--- config.mk ---
export PLATFORM = sky130hd
export DESIGN_NAME = uart_cmd_parser
export DESIGN_NICKNAME = d
export VERILOG_FILES = /design/src/rtl/uart_cmd_parser.sv
export SDC_FILE = /design/constraint.sdc
export NUM_CORES = 1
export LEC_CHECK = 0
export CORE_MARGIN = 10
export CORE_UTILIZATION = 40
export CTS_CLUSTER_DIAMETER = 30
export DETAILED_ROUTE_END_ITERATION = 8
export GPL_TIMING_DRIVEN = 0
export HOLD_SLACK_MARGIN = 0.08
export PLACE_DENSITY_LB_ADDON = 0.1
export SYNTH_ARGS = -nofsm -noshare
export SYNTH_HDL_FRONTEND = slang
export SYNTH_SLANG_ARGS = --single-unit
--- constraint.sdc ---
create_clock -name clk -period 5.3 [get_ports clk]
set_input_delay 0.53 -clock clk [delete_from_list [all_inputs] [get_ports clk]]
set_output_delay 0.53 -clock clk [all_outputs]
set_load 0.01 [all_outputs]
--- src/rtl/uart_cmd_parser.sv ---
// uart_cmd_parser: assembles SOF/CMD/ARG/CHK frames from the uart_rx byte
// stream, validates them, emits one-cycle cmd_valid / frame_error strobes
// and keeps the out_enable state.
// Optional feature macro: CMD_ECHO_EN (adds an ACK/NAK byte path for uart_tx).
module uart_cmd_parser #(
  parameter logic [7:0] SOF_BYTE       = 8'h7E,
  parameter int         TIMEOUT_CYCLES = 6000,
  parameter logic [7:0] CODE_ON        = 8'hAA,
  parameter logic [7:0] CODE_OFF       = 8'h55,
  parameter logic [7:0] CODE_TOGGLE    = 8'hC3
) (
  input  logic       clk,
  input  logic       reset,
  input  logic [7:0] rx_data,
  input  logic       rx_done,
  input  logic       rx_parity_error,
`ifdef CMD_ECHO_EN
  input  logic       tx_busy,
  output logic [7:0] ack_data,
  output logic       ack_start,
`endif
  output logic       cmd_valid,
  output logic [7:0] cmd_code,
  output logic [7:0] cmd_arg,
  output logic       frame_error,
  output logic [7:0] err_count,
  output logic       out_enable
);

  localparam int TW = (TIMEOUT_CYCLES > 2) ? $clog2(TIMEOUT_CYCLES) : 1;
  localparam logic [TW-1:0] TMO_LAST = TW'(TIMEOUT_CYCLES - 1);
  localparam logic [7:0]    NAK_BYTE = 8'h15;

  typedef enum logic [1:0] {IDLE, GET_CMD, GET_ARG, GET_CHK} state_t;

  state_t        state_q, state_d;
  logic [TW-1:0] timer_q, timer_d;
  logic          rx_done_q;
  logic [7:0]    cmd_r_q, cmd_r_d, arg_r_q, arg_r_d;
  logic          cmd_valid_q, cmd_valid_d;
  logic          frame_error_q, frame_error_d;
  logic [7:0]    cmd_code_q, cmd_code_d, cmd_arg_q, cmd_arg_d;
  logic [7:0]    err_count_q, err_count_d;
  logic          out_enable_q, out_enable_d;
  logic          strb, good, bad;

  // Rising edge of rx_done marks a new byte; works for pulse or level inputs.
  always_comb begin
    strb = rx_done & ~rx_done_q;
    good = strb & ~rx_parity_error;
    bad  = strb & rx_parity_error;
  end

  // Frame FSM next-state, timeout and output strobe computation.
  always_comb begin
    state_d       = state_q;
    timer_d       = timer_q;
    cmd_r_d       = cmd_r_q;
    arg_r_d       = arg_r_q;
    cmd_valid_d   = 1'b0;
    frame_error_d = 1'b0;
    cmd_code_d    = cmd_code_q;
    cmd_arg_d     = cmd_arg_q;
    out_enable_d  = out_enable_q;
    err_count_d   = err_count_q;

    if (state_q == IDLE) begin
      // Anything but a clean SOF is dropped silently while hunting.
      timer_d = '0;
      if (good && rx_data == SOF_BYTE) state_d = GET_CMD;
    end else if (strb) begin
      // A byte arriving on the timeout cycle still counts.
      timer_d = '0;
      if (bad) begin
        frame_error_d = 1'b1;
        state_d       = IDLE;
      end else begin
        case (state_q)
          GET_CMD: begin
            cmd_r_d = rx_data;
            state_d = GET_ARG;
          end
          GET_ARG: begin
            arg_r_d = rx_data;
            state_d = GET_CHK;
          end
          default: begin
            state_d = IDLE;
            if (rx_data == (cmd_r_q ^ arg_r_q)) begin
              cmd_valid_d = 1'b1;
              cmd_code_d  = cmd_r_q;
              cmd_arg_d   = arg_r_q;
              if (cmd_r_q == CODE_ON)          out_enable_d = 1'b1;
              else if (cmd_r_q == CODE_OFF)    out_enable_d = 1'b0;
              else if (cmd_r_q == CODE_TOGGLE) out_enable_d = ~out_enable_q;
            end else begin
              frame_error_d = 1'b1;
            end
          end
        endcase
      end
    end else if (timer_q == TMO_LAST) begin
      frame_error_d = 1'b1;
      state_d       = IDLE;
      timer_d       = '0;
    end else begin
      timer_d = timer_q + 1'b1;
    end

    if (frame_error_d && err_count_q != 8'hFF) err_count_d = err_count_q + 8'd1;
  end

  // State and output registers with synchronous reset.
  always_ff @(posedge clk) begin
    if (reset) begin
      state_q       <= IDLE;
      timer_q       <= '0;
      rx_done_q     <= 1'b1;
      cmd_r_q       <= '0;
      arg_r_q       <= '0;
      cmd_valid_q   <= 1'b0;
      frame_error_q <= 1'b0;
      cmd_code_q    <= '0;
      cmd_arg_q     <= '0;
      err_count_q   <= '0;
      out_enable_q  <= 1'b0;
    end else begin
      state_q       <= state_d;
      timer_q       <= timer_d;
      rx_done_q     <= rx_done;
      cmd_r_q       <= cmd_r_d;
      arg_r_q       <= arg_r_d;
      cmd_valid_q   <= cmd_valid_d;
      frame_error_q <= frame_error_d;
      cmd_code_q    <= cmd_code_d;
      cmd_arg_q     <= cmd_arg_d;
      err_count_q   <= err_count_d;
      out_enable_q  <= out_enable_d;
    end
  end

  assign cmd_valid   = cmd_valid_q;
  assign frame_error = frame_error_q;
  assign cmd_code    = cmd_code_q;
  assign cmd_arg     = cmd_arg_q;
  assign err_count   = err_count_q;
  assign out_enable  = out_enable_q;

`ifdef CMD_ECHO_EN
  logic       pending_q, pending_d;
  logic [7:0] pend_byte_q, pend_byte_d;
  logic [7:0] ack_data_q, ack_data_d;
  logic       launch;

  // One-deep ACK/NAK slot; a newer result overwrites an unsent one.
  always_comb begin
    launch      = pending_q & ~tx_busy;
    pending_d   = pending_q & ~launch;
    pend_byte_d = pend_byte_q;
    ack_data_d  = launch ? pend_byte_q : ack_data_q;
    if (cmd_valid_d) begin
      pending_d   = 1'b1;
      pend_byte_d = cmd_r_q;
    end else if (frame_error_d) begin
      pending_d   = 1'b1;
      pend_byte_d = NAK_BYTE;
    end
  end

  // ACK slot registers.
  always_ff @(posedge clk) begin
    if (reset) begin
      pending_q   <= 1'b0;
      pend_byte_q <= '0;
      ack_data_q  <= '0;
    end else begin
      pending_q   <= pending_d;
      pend_byte_q <= pend_byte_d;
      ack_data_q  <= ack_data_d;
    end
  end

  // Pulse on the first free cycle; data shown with the pulse and held after.
  assign ack_start = launch;
  assign ack_data  = launch ? pend_byte_q : ack_data_q;
`endif

endmodule

# Yosys cells after proc, flatten, opt, wreduce, memory -nomap -nowiden
# Cells that the tools add are included.
# op_classes
addsub	2
magnitude_cmp	0
n_div	0
n_eq_ne	10
n_reduce_logical	13
n_mux	16
n_bitwise	11
n_mul	0
shifts	0
# ops
cell	n
equality test 8 x 7 -> 1 bit (second input constant)	2
equality test 8 bit (second input constant)	2
adder 13 x 1 -> 13 bit (second input constant)	1
equality test 13 bit (second input constant)	1
2-to-1 mux 1 bit	10
2-to-1 mux 2 bit	5
adder 8 x 1 -> 8 bit (second input constant)	1
equality test 8 bit	1
!= test 8 bit (second input constant)	1
AND reduction 4 bit	2
bitwise XOR 8 bit	1
inverter 1 bit	7
AND reduction 6 bit	1
nonzero test 3 bit	2
OR reduction 6 bit	1
AND reduction 5 bit	1
case mux 2 bit (2 select lines)	1
OR reduction 4 bit	1
bitwise AND 1 bit	3
equality test 2 x 1 -> 1 bit (second input constant)	1
equality test 2 bit (second input constant)	1
logical AND 1 bit	2
logical NOT 2 bit	1
!= test 2 x 1 -> 1 bit (second input constant)	1
2 further kinds	2
# totals
elab_cells	63
output_inout_bits	27
latch_bits	0
romBits	0
ff_bits	59
mem_count	0
inputBits	12
ramBits	0

# Depth between registers and ports, before layout
# Gate-level depths: netlist (run 1).
# depth
ltp_word	8
depth_mapped	8
mapped_depth_nobuf	7

# Worst setup path after synthesis (run 1)
# No wires, ideal clock.
# synth_timing
kind	input -> register
from	input rx_data[1]
to	register cmd_code_q[3], in the netlist cmd_code[3]
setup_ns	0.128
required_ns	5.172
path_slack_ns	3.179
arrival_time_ns	1.993
path_stages	8
n_path_buf	2
cell_sequence	xnor3_1 > nand4_2 > nor4_4 > and3_1 > buf_6 > buf_12 > mux2i_1 > nor2_1
# synth_via
elab_chain_cells	2
# synth_rtl
item	line	source
start: declaration	14	input logic [7:0] rx_data,
equality test 8 bit	89	if (rx_data == (cmd_r_q ^ arg_r_q)) begin
AND reduction 5 bit (no source line)	n/a	
end signal: assignment	135	cmd_code_q <= cmd_code_d;
end: declaration	42	logic [7:0] cmd_code_q, cmd_code_d, cmd_arg_q, cmd_arg_d;
# Every way passes these cells.
# A chain may end at the register's enable or synchronous reset.

# Worst setup path after layout (run 1)
# layout_timing
from	input rx_data[6]
to	register cmd_code_q[5], in the netlist cmd_code[5]
# Same word-level chain as after synthesis.

==> summary.md, run 1 <==
| Metric | Value |
|---|---|
| Filler cells | 621 |
| First-pass GRT wire length | around 10000 um |
| Die Y | roughly 100 um |
| Total chip power | approximately 0.91 mW |
| Switch share | 21.5% |
| Xor and xnor area share after synthesis | about a tenth |
| Area growth, synth to finish | 25.7% |
| Main synth FF type | dfxtp_1 |
| CTS tree | built |
| VDD IR max | 151 uV |
| Hold_buf cts | 0 |
| Req. time, crit path | 5.51 ns |
| Post-synthesis mux area share | 7.58% |
| Port bufs | 38 |
| Slew @ Worst Pin | 0.768 ns |
| Seq pwr share | 48.8% |
| Final setup fails | 0 |
| MaxCap Viol Count | 0 |
| CP Max Fanout | 10 |
| Final max-slew violation count | 0 |
| RSZ-0062 raised after global routing | false |
| Logic gate share of total power | 3.3% |
| Compound-cell area share of the yosys netlist | 7.21% |
| P_sw | 0.196 mW |
| Core area | 6420 sq um |
| Main combinational cell family by area after synthesis | simple AND/OR/NAND/NOR gates |
| Via count | between 2000 and 2500 |
| Post-CTS Setup Repair Bufs | 0 |
| Seq. cell area | 1180 sq um |
| Setup crit end kind | flip-flop |
| Non-filler cells, final | roughly 420 |
| Register area share after synthesis | between 40 and 50% |
| P per Cell Area | 269 nW/um^2 |
| Area occupied by multi-input gates | 1400 sq um |
| Reg2reg path depth | 7 |
| Syn_area_per_cell | 9.43 sq um |
| WP data arrival | 2.75 ns |
| Final Cell Area | ~3400 sq um |
| Grt total ovfl | 0 |
| RR Startpoint | timer_q[0] |
| R2R Setup Slk | 2.91 ns |
| Dpl hpwl | 4530 um |
| Die ar. | 10400 sq um |
| Cts bufs inserted | 9 |
| RD Place Congestion | 0.885 |
| Final hold vios | 0 |
| Largest net degree at the start of global routing | 11 |
| Layout cell share with drive strength beyond 1 | 9.14% |
| Synthesized instance count | 285 |
| GRT Resource Usage Total | ~13% |
| Critical path class | input port to flip-flop |
| Lkg Pwr | 1.15 nW |
| FF-to-FF End | err_count[5] |
| Sink Count | 59 |
| IO Pins | 39 |
| Chip width | 102 um |
| Critical Path End | cmd_code[5] |
| FP Rows | 29 |
| Clock input transition at the sequential cells of the worst setup and hold paths | 0.07 ns |
| Clock Power Share | 47.9% |
| Clock buffer depth | 2 |
| CP Launch Type | input port |
| Placed cell area | 3170 sq um |
| Final worst path period need | 2.54 ns |
| Violation count after the first detailed-routing iteration | 72 |
| Worst hold path class | flip-flop to flip-flop |
| Final antenna-violating net count | 0 |
| Clk Latency, worst-skew pair | approximately 0.34 ns |
| Post-synthesis simple-gate area fraction | 24.4% |
| Fin Clk Skew | between 0.01 and 0.015 ns |
| #FFs+latches synth | 59 |
| Resize count post-CTS | 0 |
| Initial antenna violation count | 0 |
| Root Buffer Master | clkbuf_8 |
| CTS H-Tree Depth | 3 |
| Initial DRT Pass Iterations | 4 |
| Final period utilization | 47.8% |
| Status | completed |
| Cells after DPL | 400 |
| Initial core utilization | 41.9% |
| DRC viols | 0 |
| Via density | roughly 5.1 |
| Final wirelength | 6140 um |
| Unique masters post-synth | 41 |
| Avg WL per Cell | 14.8 um |
| Yosys warns | 0 |
| EDFF count, synth | 0 |
| Internal power | 0.714 mW |
| Final TNS setup | 0 ns |
| Diode count | 0 |
| Async S/R FF share, synth | 0% |
| Nets@finish | approximately 350 |
| Post-Syn Nets | 303 |
| Slew margin rel. | 48.7% |
| Synthesized area | 2690 sq um |
| Max Fclk | 394 MHz |
| Synth Area in Adders | roughly 2.8% |
| Critical path startpoint | rx_data[6] |
| Vias in the first global route | about 2100 |
==> cell usage after synthesis, types with 2 or more instances <==
library cell	count	area, sq um
or3_1	2	12.5
and3_1	5	31.3
nand2b_1	2	12.5
nand3b_1	2	15.0
dfxtp_1	59	1180
mux2i_1	17	170
ha_1	6	75.1
nor3_1	2	10.0
nor3b_1	2	15.0
mux2_2	3	33.8
a21oi_1	20	100
or2_2	3	18.8
nor4bb_1	4	40.0
nand3_1	21	105
inv_1	7	26.3
xnor3_1	6	135
xor2_1	7	61.3
nand4_1	9	56.3
and4_1	2	17.5
nor2b_1	3	18.8
xnor2_1	9	78.8
o21ai_0	4	20.0
nand2_1	25	93.8
nor2_1	38	143
clkbuf_1	11	41.3
==> metal layers <==
metal	GRT usage (%)	up-vias	part of all wire, %
met4	5.75	0	2.1
met1	14.7	973	45
met5	0	-	0
met2	19.6	47	45
li1	-	1083	-
met3	5.74	15	7.6
==> final cells by class <==
cell class / count / share of cell area, %
multi-input cells: 205 / 41.5
flip-flops and latches: 59 / 34.9
repair buffers: 38 / 11.3
clock buffers: 13 / 5.00
well taps: 77 / 2.85
plain buffers: 14 / 2.30
clock inverters: 3 / 1.33
inverters: 7 / 0.777
==> sequential cells by signal, indices dropped and copies added (netlist names) <==
name	flops
err_count	8
cmd_valid	1
cmd_r_q	8
out_enable	1
arg_r_q	8
cmd_arg	8
timer_q	13
rx_done_q	1
frame_error	1
state_q	2
cmd_code	8
==> metrics by stage <==
step	hold WS, ns	util [%]	setup WS [ns]
2_1_floorplan	0.413	-	3.18
3_3_place_gp	0.428	49.3	2.41
3_5_place_dp	0.431	49.3	2.40
4_1_cts	0.443	52.6	2.75
5_1_grt	0.470	52.6	2.58
6_report	0.436	52.6	2.76
==> cells in the final DEF, fill, tap and decap left out, types with 2 or more instances in the layout <==
cell type,n
a21oi_1,20
xnor3_1,6
nand3b_1,2
nand2_1,25
nor3b_1,2
dfxtp_1,59
or3_1,2
clkbuf_1,12
nand4_1,9
nor2_1,38
nand3_1,21
nand2b_1,2
nor2b_1,3
or2_2,3
ha_1,6
nor3_1,2
nor4bb_1,4
o21ai_0,4
and4_1,2
clkinvlp_4,2
mux2i_1,17
clkdlybuf4s50_1,38
mux2_2,3
xnor2_1,9
and3_1,5
clkbuf_8,12
inv_1,7
xor2_1,7
==> critical path, stage by stage <==
cell and delay [ns]:
clkdlybuf4s50_1 0.49, xnor3_1 0.34, nand4_2 0.13, nor4_4 0.46
and3_1 0.23, buf_6 0.16, buf_12 0.16, mux2i_1 0.19
nor2_1 0.05
==> kinds of logic after synthesis <==
group,Yosys count
mux,20
compound gates,32
simple gates,125
fa+ha+maj,6
xor+xnor,22
flops,59
buf+inv,21
==> how the worst min path moves through the flow <==
stage / from / endpoint / slack [ns] / cells after the start
5_1_grt: timer_q[0] / timer_q[0] / 0.47 / 1
3_3_place_gp: timer_q[0] / timer_q[0] / 0.43 / 1
4_1_cts: timer_q[0] / timer_q[0] / 0.44 / 1
3_5_place_dp: timer_q[0] / timer_q[0] / 0.43 / 1
6_report: timer_q[0] / timer_q[0] / 0.44 / 1
2_1_floorplan: timer_q[0] / timer_q[0] / 0.41 / 1
==> power groups by stage <==
| stage | sequential (mW) | combinational (mW) | clock, mW |
|---|---|---|---|
| after global placement | 0.454 | 0.0300 | 0 |
| after floorplan | 0.454 | 0.0141 | 0 |
| final | 0.444 | 0.0300 | 0.436 |
| after detailed placement | 0.454 | 0.0301 | 0 |
| after CTS | 0.444 | 0.0302 | 0.445 |
| after global routing | 0.443 | 0.0325 | 0.469 |
Power figures use the tool's default switching activity.
==> inputs of run 2 (changes only) <==
==> constraint.sdc (replaced) <==
create_clock -name clk -period 2.6 [get_ports clk]
set_input_delay 0.26 -clock clk [delete_from_list [all_inputs] [get_ports clk]]
set_output_delay 0.26 -clock clk [all_outputs]
set_load 0.01 [all_outputs]
==> summary.md, run 2 (synthesis results as in run 1) <==
| Metric | Value |
|---|---|
| Via density | 5.10 (+0.19%) |
| Final Cell Area | 3390 sq um (+0.22%) |
| Initial DRT Pass Iterations | 4 (unchanged) |
| Nets@finish | 352 (unchanged) |
| First-pass GRT wire length | 10400 um (unchanged) |
| MaxCap Viol Count | 0 (unchanged) |
| Worst path top cell family by delay | simple AND/OR/NAND/NOR gates |
| CP Max Fanout | 10 (unchanged) |
| Seq. cell area | 1180 sq um (unchanged) |
| Total chip power | 1.86 mW (+100%) |
| CP Launch Type | input port |
| Vias in the first global route | 2141 (unchanged) |
| Critical path startpoint | rx_data[6] |
| DRC viols | 0 (unchanged) |
| Most frequent cells in the layout | 59 x dfxtp_1, 38 x nor2_1, 38 x clkdlybuf4s50_1 |
| Max reg flops | 13 (unchanged) |
| Sink Count | 59 (unchanged) |
| Hold wc startpoint | timer_q[0] |
| Final worst path period need | 2.33 ns |
| Initial core utilization | 41.9% (unchanged) |
| CP max stage cell | nor4_4 |
| FP Rows | 29 (unchanged) |
| Final period utilization | 89.5% |
| Dpl hpwl | 4530 um (unchanged) |
| Final setup fails | 0 (unchanged) |
| Area growth, synth to finish | 26.0% |
| Layout cell share with drive strength beyond 1 | 9.14% (unchanged) |
| Final wirelength | 6130 um (about the same) |
| P per Cell Area | 548 nW/um^2 (+100%) |
| Avg WL per Cell | 14.7 um (about the same) |
| Die Y | 102 um (unchanged) |
| Most common cell after layout, fill and taps aside | dfxtp_1 |
| Initial antenna violation count | 0 (unchanged) |
| CTS H-Tree Depth | 3 (unchanged) |
| Setup crit end kind | flip-flop |
| Fin Clk Skew | 0.0104 ns (+0.0000259 ns) |
| Final TNS setup | 0 ns (unchanged) |
| Worst hold path class | flip-flop to flip-flop |
| Req. time, crit path | 2.81 ns (-2.70 ns) |
| Clock buffer depth | 2 (unchanged) |
| Core area | 6420 sq um (unchanged) |
| Slew margin rel. | 39.4% (-9.3 points) |
| Die ar. | 10400 sq um (unchanged) |
| Port bufs | 38 (unchanged) |
| Via count | 2122 (+0.19%) |
| Clk Latency, worst-skew pair | 0.34 ns (about the same) |
| Biggest register | timer_q |
| Slew @ Worst Pin | 0.907 ns (+0.139 ns) |
| RSZ-0062 raised after global routing | false |
| Diode count | 0 (unchanged) |
| Worst Path Buf+Inv | 3 (unchanged) |
| Chip width | 102 um (unchanged) |
| Largest net degree at the start of global routing | 11 (unchanged) |
| Root Buffer Master | clkbuf_8 |
| Critical path class | input port to flip-flop |
| Final max-slew violation count | 0 (unchanged) |
| Filler cells | 619 (-0.32%) |
| VDD IR max | 308 uV (+100%) |
| Max stage delay on crit path | 0.51 ns (+0.02 ns) |
| Cts bufs inserted | 9 (unchanged) |
| Lkg Pwr | 1.15 nW (+0.13%) |
| Final antenna-violating net count | 0 (unchanged) |
| IO Pins | 39 (unchanged) |
| Clock input transition at the sequential cells of the worst setup and hold paths | 0.07 ns (about the same) |
| RR Startpoint | timer_q[0] |
| RD Place Congestion | 0.885 (unchanged) |
| GRT Resource Usage Total | 12.7% (unchanged) |
| WP data arrival | 2.54 ns (-0.21 ns) |
| Placed cell area | 3170 sq um (unchanged) |
| Area occupied by multi-input gates | 1410 sq um (+0.53%) |
| Max Fclk | roughly 430 MHz |
| CTS tree | built |
| Violation count after the first detailed-routing iteration | 76 (+5.6%) |
| Crit-path cells | clkdlybuf4s50_1 > xnor3_1 > nand4_2 > nor4_4 > and3_1 > buf_6 > buf_12 > mux2i_1 > nor2_1 |
| Final hold vios | 0 (unchanged) |
| Grt total ovfl | 0 (unchanged) |
| Status | completed |
==> run 2: cell counts in the layout (fill, tap and decap cells not counted) <==
No cell type changed its count.
==> run 2: path summary, 6_finish.rpt <==
path | endpoint | slack, ns | cells past startpoint
max reg2reg | err_count[6] | 0.28 | 7
min | timer_q[0] | 0.44 | 1
max | cmd_code[5] | 0.27 | 9
min reg2reg | timer_q[0] | 0.44 | 1
==> run 2: repair_timing <==
item | in CTS | in global routing
endpoints found under the setup margin | 0 | 3
gates resized for setup | 0 | 1
buffers inserted | 0 | 0
hold buffers | 0 | 0
==> run 2: metrics by stage <==
| stage | hold WS [ns] | utilization, % | worst slack [ns] | cells |
|---|---|---|---|---|
| after floorplan | 0.367 | - | 0.543 | 285 |
| after global placement | 0.428 | 49.3 | -0.0171 | 400 |
| after detailed placement | 0.431 | 49.3 | -0.0269 | 400 |
| after CTS | 0.443 | 52.6 | 0.202 | 416 |
| after global routing | 0.470 | 52.7 | 0.0533 | 416 |
| final | 0.436 | 52.7 | 0.274 | 416 |
==> run 2: final cells by class <==
class,instances,area share [%]
plain buffers,14,2.29
clock buffers,13,4.99
clock inverters,3,1.33
inverters,7,0.776
multi-input cells,205,41.7
flip-flops and latches,59,34.9
well taps,77,2.84
repair buffers,38,11.2
==> run 2: where the power goes <==
part / internal, mW / total [mW] / switching (mW)
combinational: 0.0297 / 0.0611 / 0.0314
clock: 0.522 / 0.889 / 0.368
sequential: 0.904 / 0.905 / 0.000351
==> run 2: metal layers <==
layer	GRT usage, %	routed length, um	share of wire, %
met1	14.7	2770	45
met2	19.6	2790	45
met3	5.74	453	7.4
met4	5.75	126	2.1
met5	0	0	0
==> patch: new RTL, flow settings as in run 1 <==
The 4 states of `state_t` get a one-hot encoding in 4 bits.
--- a/src/rtl/uart_cmd_parser.sv
+++ b/src/rtl/uart_cmd_parser.sv
@@ -31,7 +31,7 @@
   localparam logic [TW-1:0] TMO_LAST = TW'(TIMEOUT_CYCLES - 1);
   localparam logic [7:0]    NAK_BYTE = 8'h15;
 
-  typedef enum logic [1:0] {IDLE, GET_CMD, GET_ARG, GET_CHK} state_t;
+  typedef enum logic [3:0] {IDLE = 4'b0001, GET_CMD = 4'b0010, GET_ARG = 4'b0100, GET_CHK = 4'b1000} state_t;
 
   state_t        state_q, state_d;
   logic [TW-1:0] timer_q, timer_d;
Formal check against the unedited RTL: no difference found for any inputs over 10 cycles, from zero or initial values and one cycle with reset high; not proved beyond that.
==> patch against run 1 <==
- setup slack worse by 0.10 ns
- register-to-register slack worse by 0.03 ns
- clock power down 13%
- global-route usage down 0.58 points
- wire length up 3.9%
- power down 4.1%
- design area up 3.3%
- sequential cell count up 2
- core utilization down 1.5 points
- worst hold slack better by 0.016 ns
- combinational power up 19%
- maximum frequency down 3.8%
- sequential power up 3%
- area after synthesis up 4.7%
- largest power group unchanged
- highest routed layer unchanged
==> patch: results (changes against run 1) <==
- Run status: finished, final reports clean (unchanged).
- The final layout net count is 350 (was 352).
- The detailed placement HPWL is 4.687 mm (was 4.530 mm).
- The peak supply drop is 0.0001372 V (was 0.0001514 V).
- The first-pass GRT wire length came to 10.77 mm (was 10.40 mm).
- The post-route minimum period is 2.636 ns (was 2.536 ns).
- The number of global-route vias before repair is 2175 (was 2141).
- The routed length on met2 came to 2.640 mm (was 2.758 mm).
- The fraction of met3 tracks used by global routing is 0.03841 (was 0.05735).
- The count of non-filler cells in the finished layout was 436 (was 416).
- The part of the total power dissipated in sequential elements is 0.526 (was 0.488).
- The met1 capacity usage during global routing is 0.1650 (was 0.1475).
- The ratio of cells with drive above 1 in the final layout is 0.06471 (was 0.09145).
- The mean routed wirelength per cell was 14.63 um (was 14.76 um).
- The power consumed by combinational cells is 0.0000357 W (was 0.0000300 W).
- The number of violations reported at the end of detailed-routing iteration 0 is 77 (was 72).
- The met3 routed wirelength is 341 um (was 466 um).
- The detailed-route via count came to 2144 (was 2118).
- The fraction of power spent switching nets is 0.2188 (was 0.2155).
- The global routing usage on met2 is 0.1680 (was 0.1956).
- The static leakage power is 1.435 nW (was 1.148 nW).
- The sequential element share of the synthesized area is 0.4340 (was 0.4393).
- The register-to-register setup slack is 2.88 ns (was 2.91 ns).
- The cell count after synthesis is 287 (was 285).
- Area contributors post-synth: dfxtp_1 (43%), mux2i_1 (12%), nor2_1 (6.9%) (was dfxtp_1 (44%), mux2i_1 (6.3%), nor2_1 (5.3%)).
- The net count after synthesis was 301 (was 303).
## patch: cell types whose count changed after synthesis, moves of 3 or more
cell and change:
nand3_1 -5, nor2_1 +14, mux2i_1 +16, a21oi_1 -13, or4_1 +3, nand4_1 -6, nand2_1 -13, nor3_1 +5
nor4_1 +4, ha_1 -4, o41ai_1 +3, mux2_1 +3, mux2_2 -3
## patch: cells by family (layout without fill, tap and decap cells)
logic type                 count (synthesis)  in the layout  synth area share
AOI/OAI and AO/OA                         21             21           0.05514
and+or+nand+nor                          127            127            0.2388
buffers and inverters                     17             70           0.02312
adders and majority gates                  2              2          0.008891
DFF                                       61             61            0.4340
muxes                                     36             36            0.1294
xor gates and xnor gates                  23             23            0.1107
## patch: critical path: stages
cell and delay [ns]:
clkdlybuf4s50_1 0.52, xnor3_1 0.35, nand4_1 0.14, nor4_1 0.49
clkbuf_1 0.37, nor3_1 0.13, mux2_1 0.32
## patch: area by class of cell
type | count | area (sq um)
timing repair buffer | 38 | 380.4
multi-input combinational | 209 | 1528
fill | 663 | 3339
clock buffer | 14 | 172.7
sequential | 61 | 1221
buffer | 12 | 46.29
tap | 96 | 120.1
inverter | 5 | 18.77
clock inverter | 1 | 5.005
## patch: per-stage QoR
step	total power, W	area (sq um)
detailed placement	0.0005055	3314
global route	0.0009092	3492
CTS	0.0008818	3492
finish	0.0008727	3492
global placement	0.0005054	3314
floorplan	0.0004873	2814
## patch: worst paths after layout
| path | startpoint | endpoint |
|---|---|---|
| max | rx_data[0] | err_count[5]$_SDFFE_PP0P_ |
| min | timer_q[0]$_SDFF_PP0_ | timer_q[0]$_SDFF_PP0_ |
| max reg2reg | timer_q[7]$_SDFF_PP0_ | err_count[4]$_SDFFE_PP0P_ |
| min reg2reg | timer_q[0]$_SDFF_PP0_ | timer_q[0]$_SDFF_PP0_ |
